### src/rtl/interp_linear.sv
// Linear interpolator feeding the delta-sigma modulator: buffers low-rate samples
// in a small FIFO and ramps between consecutive samples over RATIO fast clocks.
module interp_linear #(
    parameter int WIDTH      = 14,
    parameter int LOG2_RATIO = 4,
    parameter int LOG2_DEPTH = 2
) (
    input  logic             clock,
    input  logic             reset,
    input  logic [WIDTH-1:0] din,
    input  logic             din_valid,
    output logic             din_ready,
    output logic [WIDTH-1:0] vout,
    output logic             underrun
);
    localparam int DEPTH = 1 << LOG2_DEPTH;
    localparam int ACC_W = WIDTH + LOG2_RATIO;
    localparam logic [LOG2_DEPTH:0] FULL_COUNT = (LOG2_DEPTH + 1)'(DEPTH);

    typedef enum logic {IDLE, RUN} state_t;

    state_t state_reg, state_next;

    logic [WIDTH-1:0]        fifo_mem [DEPTH];
    logic [LOG2_DEPTH-1:0]   wr_ptr_reg, rd_ptr_reg;
    logic [LOG2_DEPTH:0]     count_reg;
    logic                    push, pop, boundary;
    logic [WIDTH-1:0]        head;

    logic signed [WIDTH-1:0]  prev_reg, curr_reg;
    logic signed [WIDTH:0]    delta;
    logic signed [ACC_W-1:0]  acc_reg;
    logic [LOG2_RATIO-1:0]    phase_reg;
    logic [WIDTH-1:0]         vout_reg;
    logic                     underrun_reg;

    // Ready depends only on the registered count, never on this cycle's pop.
    assign din_ready = (count_reg != FULL_COUNT);
    assign push      = din_valid && din_ready;
    assign head      = fifo_mem[rd_ptr_reg];
    assign boundary  = &phase_reg;
    assign delta     = (WIDTH + 1)'(curr_reg) - (WIDTH + 1)'(prev_reg);
    assign vout      = vout_reg;
    assign underrun  = underrun_reg;

    always_comb begin
        state_next = state_reg;
        pop        = 1'b0;
        case (state_reg)
            IDLE: begin
                if (count_reg != '0) begin
                    pop        = 1'b1;
                    state_next = RUN;
                end
            end
            RUN: begin
                if (boundary && (count_reg != '0)) begin
                    pop = 1'b1;
                end
            end
            default: state_next = IDLE;
        endcase
    end

    always_ff @(posedge clock) begin
        if (reset) begin
            state_reg <= IDLE;
        end else begin
            state_reg <= state_next;
        end
    end

    // Storage has no reset; pointers and count define what is valid.
    always_ff @(posedge clock) begin
        if (push) begin
            fifo_mem[wr_ptr_reg] <= din;
        end
    end

    always_ff @(posedge clock) begin
        if (reset) begin
            wr_ptr_reg <= '0;
            rd_ptr_reg <= '0;
            count_reg  <= '0;
        end else begin
            if (push) begin
                wr_ptr_reg <= wr_ptr_reg + 1'b1;
            end
            if (pop) begin
                rd_ptr_reg <= rd_ptr_reg + 1'b1;
            end
            if (push && !pop) begin
                count_reg <= count_reg + 1'b1;
            end else if (pop && !push) begin
                count_reg <= count_reg - 1'b1;
            end
        end
    end

    always_ff @(posedge clock) begin
        if (reset) begin
            prev_reg     <= '0;
            curr_reg     <= '0;
            acc_reg      <= '0;
            phase_reg    <= '0;
            vout_reg     <= '0;
            underrun_reg <= 1'b0;
        end else if (state_reg == IDLE) begin
            vout_reg <= '0;
            if (pop) begin
                prev_reg  <= '0;
                curr_reg  <= head;
                acc_reg   <= '0;
                phase_reg <= '0;
            end
        end else begin
            // Top WIDTH bits of acc are the floor of acc / RATIO.
            vout_reg  <= acc_reg[ACC_W-1:LOG2_RATIO];
            phase_reg <= phase_reg + 1'b1;
            if (!boundary) begin
                acc_reg <= acc_reg + ACC_W'(delta);
            end else begin
                acc_reg  <= {curr_reg, {LOG2_RATIO{1'b0}}};
                prev_reg <= curr_reg;
                if (pop) begin
                    curr_reg <= head;
                end else begin
                    underrun_reg <= 1'b1;
                end
            end
        end
    end
endmodule

### config.mk
export PLATFORM = sky130hd
export DESIGN_NAME = interp_linear
export DESIGN_NICKNAME = d
export VERILOG_FILES = /design/src/rtl/interp_linear.sv
export SDC_FILE = /design/constraint.sdc
export NUM_CORES = 1
export LEC_CHECK = 0
export CORE_UTILIZATION = 43
export CTS_CLUSTER_DIAMETER = 40
export DETAILED_ROUTE_END_ITERATION = 6
export PLACE_DENSITY_LB_ADDON = 0.25
export SYNTH_ARGS = -nofsm -noshare
export SYNTH_HDL_FRONTEND = slang
export SYNTH_SLANG_ARGS = --single-unit
### constraint.sdc
create_clock -name clock -period 3.3 [get_ports clock]
set_clock_uncertainty 0.05 [all_clocks]
set_input_delay 0.66 -clock clock [delete_from_list [all_inputs] [get_ports clock]]
set_output_delay 0.66 -clock clock [all_outputs]
set_load 0.005 [all_outputs]
==> results_dict.tcl, run 1 <==
set metrics [dict create \
    status "finished, violations left" \
    violations "DRC" \
    synth-xor-area-share 0.0274 \
    cp-end-kind "flip-flop" \
    grt_pass1_wl_mm 19.2 \
    synth_simple_gate_area_share 0.0893 \
    vdd_drop_max_uv 929 \
    crit_arrival_ps 3380 \
    routedWlPerCell_um 15.5 \
    gr-total-overflow 0 \
    ys_ff_latch 131 \
    tightest_slew_ps 854 \
    synth_edf_count 56 \
    ff2ff_setup_slack_ps 220 \
    yosysSeqAreaShare 0.523 \
    worst_slack_ps 219 \
    worst_hold_slack_ps 430 \
    rows 43 \
    path_class "reg -> reg" \
    layout.cells.non_filler 758 \
    worst-path-max-fanout 5 \
    fin_crit_ps 3080 \
    root_buffer "clkbuf_16" \
    cp-endpoint "acc_reg[16]" \
    grtUsageTotal 0.177 \
    clock_sinks 131 \
    cts_tree "yes" \
    power.density_nw_per_um2 1000 \
    syn_avg_cell_area_um2 11.5 \
    chipWidth_um 121 \
    hold_viol 0 \
    synth_compound_area_frac 0.126 \
    pre_cts_slack_ps 238 \
    cts_hold_buf 0 \
    cp-start-kind "flip-flop" \
    viasPerCell 5.20 \
    grt_max_degree 26 \
    cts_setup_buffers 0 \
    async_reset_ff_frac 0 \
    synth_top_flop_cell "dfxtp_1" \
    cts_buffer_depth 2 \
    antenna_found_initial 0 \
    vias 3938 \
    dp.cells 726 \
    drt_wl_total_mm 11.7 \
    synth_cell_types 53 \
    setup_tns_ps 0 \
    critPathRequiredTime_ps 3600 \
    setup_viol_count_final 0 \
    syn-num-nets 588 \
    syn-cell-area_um2 6080 \
    r2r-start "curr_reg[1]" \
    drcViolationCount 4 \
    nNetsFinal 625 \
    place_area_um2 6580 \
    gp_congestion 0.881 \
    port_buffers 32 \
    min_path_type "reg -> reg" \
    clkLatencyLatePin_ps 420 \
    period_share 0.934 \
    start_util 0.440 \
    syn_to_final_growth_pct 18.3 \
    p_leak_nw 2.77 \
    muxShareOfSynthArea 0.0584 \
    drv_slew 0 \
    whs_path_depth 1 \
    num-fill-cells 1173 \
    synth_top_family_by_area "compound AO/OA/AOI/OAI gates" \
    die_h_um 121 \
    reg2regPathDepth 10 \
    cts.repair.resized 0 \
    cts_made_buffers 17 \
    drt_iter0_drc 266 \
    synthCells 528 \
    largest_reg_flops 56 \
    pin_count 33 \
    ant_nets 0 \
    grt_setup_unrepaired "no" \
    yosys_warnings 0 \
    fmax_ghz 0.325 \
    diodes 0 \
    synth_fa_ha_area_frac 0.111 \
    drtPass1Iterations 7 \
    htree_levels 4 \
    hpwlAfterDp_mm 8.07 \
    clk_pin_slew_ps 60 \
    drv_cap 0 \
    relSlewSlack 0.430 \
    grt_pass1_vias 3807 \
    die_area_um2 14600 \
    regToRegEndpoint "acc_reg[16]" \
    core_um2 13800 \
    crit_start "curr_reg[1]" \
    finalInstanceArea_um2 7190 \
    drive_above_1_share 0.109 \
]
## metal layers
| layer | GRT usage | up-vias | part of all wire | routed length, µm |
|---|---|---|---|---|
| li1 | - | 1922 | - | - |
| met1 | 0.228 | 1911 | 0.46 | 5410 |
| met2 | 0.279 | 93 | 0.48 | 5560 |
| met3 | 0.0634 | 12 | 0.052 | 614 |
| met4 | 0.0509 | 0 | 0.011 | 125 |
| met5 | 0 | - | 0 | 0 |
## cells by family (layout without fill, tap and decap cells)
kind of cell	Yosys count	in the layout
AOI/OAI and AO/OA	107	107
xor gates and xnor gates	19	19
adders and majority gates	43	43
buffers and inverters	96	146
DFF	131	131
muxes	18	18
and+or+nand+nor	114	114
## worst max-delay path, stage by stage, from the launching register on
cell and delay (ps):
dfxtp_1 370, inv_1 70, fa_1 500, inv_1 60
fa_1 470, a21o_1 220, a221o_2 390, a311oi_4 380
nor4b_1 110, a211o_1 270, o21ai_1 110
## synth_stat cells (all sizes together), types with 3 or more instances
| library cell | number | area (µm²) |
|---|---|---|
| mux4 | 14 | 315 |
| nand2 | 41 | 154 |
| nor2b | 4 | 25.0 |
| buf | 7 | 48.8 |
| and2 | 18 | 113 |
| inv | 70 | 263 |
| o21ai | 9 | 45.0 |
| a222oi | 3 | 30.0 |
| nor3 | 4 | 20.0 |
| and3 | 6 | 38.8 |
| dfxtp | 75 | 1500 |
| a211oi | 4 | 30.0 |
| mux2i | 4 | 40.0 |
| xor2 | 10 | 87.6 |
| fa | 18 | 360 |
| xnor2 | 9 | 78.8 |
| a21o | 9 | 67.6 |
| a22oi | 18 | 135 |
| a21oi | 30 | 150 |
| ha | 25 | 313 |
| nor2 | 28 | 105 |
| edfxtp | 56 | 1680 |
| clkbuf | 17 | 65.1 |
| nand3 | 5 | 25.0 |
| o22ai | 6 | 37.5 |
| a211o | 4 | 36.3 |
| a22o | 12 | 105 |
## how the worst min path moves through the flow
stage / startpoint / endpoint / slack, ps
finish: acc_reg[1] / acc_reg[1] / 430
global route: acc_reg[0] / acc_reg[0] / 460
CTS: acc_reg[1] / acc_reg[1] / 430
detailed placement: acc_reg[1] / acc_reg[1] / 420
global placement: acc_reg[1] / acc_reg[1] / 410
floorplan: acc_reg[0] / acc_reg[0] / 390
## cells in the final DEF, fill, tap and decap left out, types with 6 or more instances in the layout
cell / Yosys / final
a21o_1: 9 / 9
a21oi_1: 30 / 30
a22o_1: 12 / 12
a22oi_1: 18 / 18
and2_1: 18 / 18
buf_4: 1 / 12
clkbuf_16: 0 / 17
clkdlybuf4s50_1: 0 / 32
dfxtp_1: 75 / 75
edfxtp_1: 56 / 56
fa_1: 18 / 18
ha_1: 25 / 25
inv_1: 70 / 70
mux4_2: 14 / 14
nand2_1: 41 / 41
nor2_1: 28 / 28
o21ai_0: 7 / 7
o22ai_1: 6 / 6
xnor2_1: 9 / 9
xor2_1: 10 / 10
## area by class of cell
cell class | instances | area (µm²) | area share
clock buffers | 19 | 433 | 0.0602
clock inverters | 13 | 175 | 0.0244
inverters | 70 | 263 | 0.0365
multi-input cells | 301 | 2500 | 0.348
flip-flops and latches | 131 | 3180 | 0.443
well taps | 180 | 225 | 0.0313
repair buffers | 44 | 410 | 0.0571
## per-stage QoR
| step | total power [mW] | util |
|---|---|---|
| floorplan | 4.65 | - |
| global placement | 5.24 | 0.476 |
| detailed placement | 5.30 | 0.476 |
| CTS | 7.26 | 0.520 |
| global route | 7.74 | 0.520 |
| finish | 7.22 | 0.520 |
## power by group
part           internal, mW  switching, mW
Sequential             1.93          0.204
Clock                  1.20          0.722
Combinational          1.41           1.74
Note: power is estimated with default switching activity, not from simulation.
==> run 2: changes to the inputs <==
Settings changed: GPL_TIMING_DRIVEN set to 0.
==> results_dict.tcl, run 2 (same netlist as run 1, synthesis figures left out) <==
set metrics [dict create \
    status "complete, no violations" \
    cp-end-kind "flip-flop" \
    period_share 0.949 \
    critPathRequiredTime_ps 3590 \
    htree_levels 4 \
    cpPeakStageDelay_ps 500 \
    clock_sinks 131 \
    finalPower_mw 7.22 \
    dp.cells 740 \
    routedWlPerCell_um 15.4 \
    cts_hold_buf 0 \
    drtPass1Iterations 5 \
    reg2regPathDepth 10 \
    largest_reg_flops 56 \
    crit_path_top_delay_cell "fa_1" \
    drive_above_1_share 0.101 \
    chipWidth_um 121 \
    regToRegEndpoint "acc_reg[16]" \
    setup_viol_count_final 0 \
    grt_setup_unrepaired "yes" \
    hpwlAfterDp_mm 8.53 \
    final_cell_mix "dfxtp_1 (74), inv_1 (70), edfxtp_1 (56)" \
    core_um2 13800 \
    grt_pass1_wl_mm 19.9 \
    path_class "reg -> reg" \
    drv_cap 0 \
    gr-total-overflow 0 \
    num-fill-cells 1192 \
    die_h_um 121 \
    drt_wl_total_mm 11.9 \
    cp-start-kind "flip-flop" \
    drt_iter0_drc 322 \
    root_buffer "clkbuf_16" \
    viasPerCell 5.13 \
    p_leak_nw 2.77 \
    syn_to_final_growth_pct 18.9 \
    die_area_um2 14600 \
    whs_endpoint "acc_reg[0]" \
    min-delay-start "acc_reg[0]" \
    power.density_nw_per_um2 1000 \
    cts_tree "yes" \
    diodes 0 \
    clk_pin_slew_ps 60 \
    min_path_type "reg -> reg" \
    drv_slew 0 \
    cts_made_buffers 17 \
    ff2ff_setup_slack_ps 170 \
    vdd_drop_max_uv 570 \
    port_buffers 32 \
    drcViolationCount 0 \
    final_common_cell "dfxtp_1" \
    nNetsFinal 640 \
    tightest_slew_ps 782 \
    start_util 0.440 \
    fin_crit_ps 3130 \
    setup_tns_ps 0 \
    vias 3969 \
    rows 43 \
    grt_pass1_vias 4038 \
    pin_count 33 \
    clkLatencyLatePin_ps 410 \
    relSlewSlack 0.474 \
    whs_path_depth 1 \
    worst_hold_slack_ps 426 \
    ant_nets 0 \
    antenna_found_initial 0 \
    fmax_ghz 0.319 \
    r2r-start "curr_reg[1]" \
    worstPathCellList "inv_1 > fa_1 > inv_1 > fa_1 > a21o_1 > a221o_2 > a311oi_4 > nor4b_1 > a211o_1 > o21ai_1" \
    grtUsageTotal 0.181 \
    crit_arrival_ps 3420 \
    worst-path-max-fanout 5 \
    hold_viol 0 \
    layout.cells.non_filler 773 \
    cts_buffer_depth 2 \
    gp_congestion 0.874 \
    grt_max_degree 17 \
]
[run 2: worst max path at each step]
| stage | from | cells after the start | end |
|---|---|---|---|
| after detailed placement | curr_reg[1] | 10 | acc_reg[16] |
| after floorplan | curr_reg[1] | 10 | acc_reg[16] |
| after global routing | phase_reg[0] | 13 | count_reg[2] |
| after CTS | curr_reg[1] | 10 | acc_reg[16] |
| after global placement | curr_reg[1] | 10 | acc_reg[12] |
| final | curr_reg[1] | 10 | acc_reg[16] |
[run 2: report_power, final]
group | switching (mW) | total, mW | internal, mW
combinational | 1.80 | 3.26 | 1.46
clock | 0.668 | 1.84 | 1.17
sequential | 0.187 | 2.12 | 1.94
total | 2.65 | 7.22 | 4.57
[run 2: layout make-up]
class                           instances  area, µm²  area share
Buffer                                 26        134      0.0185
Timing Repair Buffer                   33        328      0.0454
Clock inverter                          8        104      0.0144
Sequential cell                       131       3180       0.441
Inverter                               70        263      0.0364
Multi-Input combinational cell        301       2510       0.347
Clock buffer                           24        482      0.0666
Tap cell                              180        225      0.0312
[run 2: repair_timing]
item	4_1_cts	5_1_grt
setup endpoints to repair	0	6
setup buffers	0	1
gates resized for setup	0	3
hold endpoints to repair	0	0
[run 2: per-stage QoR]
stage / area, µm² / util / setup WS, ps
2_1_floorplan: 6080 / - / 437
3_3_place_gp: 6630 / 0.479 / 151
3_5_place_dp: 6630 / 0.479 / 117
4_1_cts: 7210 / 0.522 / 83.5
5_1_grt: 7230 / 0.523 / -54.4
6_report: 7230 / 0.523 / 168
[run 2: per-layer routing]
metal | vias to the layer above | part of all wire | track usage
met5 | - | 0 | 0
met4 | 0 | 0.017 | 0.0625
met3 | 19 | 0.046 | 0.0526
met2 | 89 | 0.48 | 0.299
met1 | 1914 | 0.46 | 0.225
li1 | 1947 | - | -
[run 2: critical path, delay by kind of cell, from the launching register on]
| family | cells | cell delay (ps) |
|---|---|---|
| and+or+nand+nor | 1 | 110 |
| buffers and inverters | 2 | 130 |
| DFF | 1 | 380 |
| adders and majority gates | 2 | 960 |
| AOI/OAI and AO/OA | 5 | 1430 |
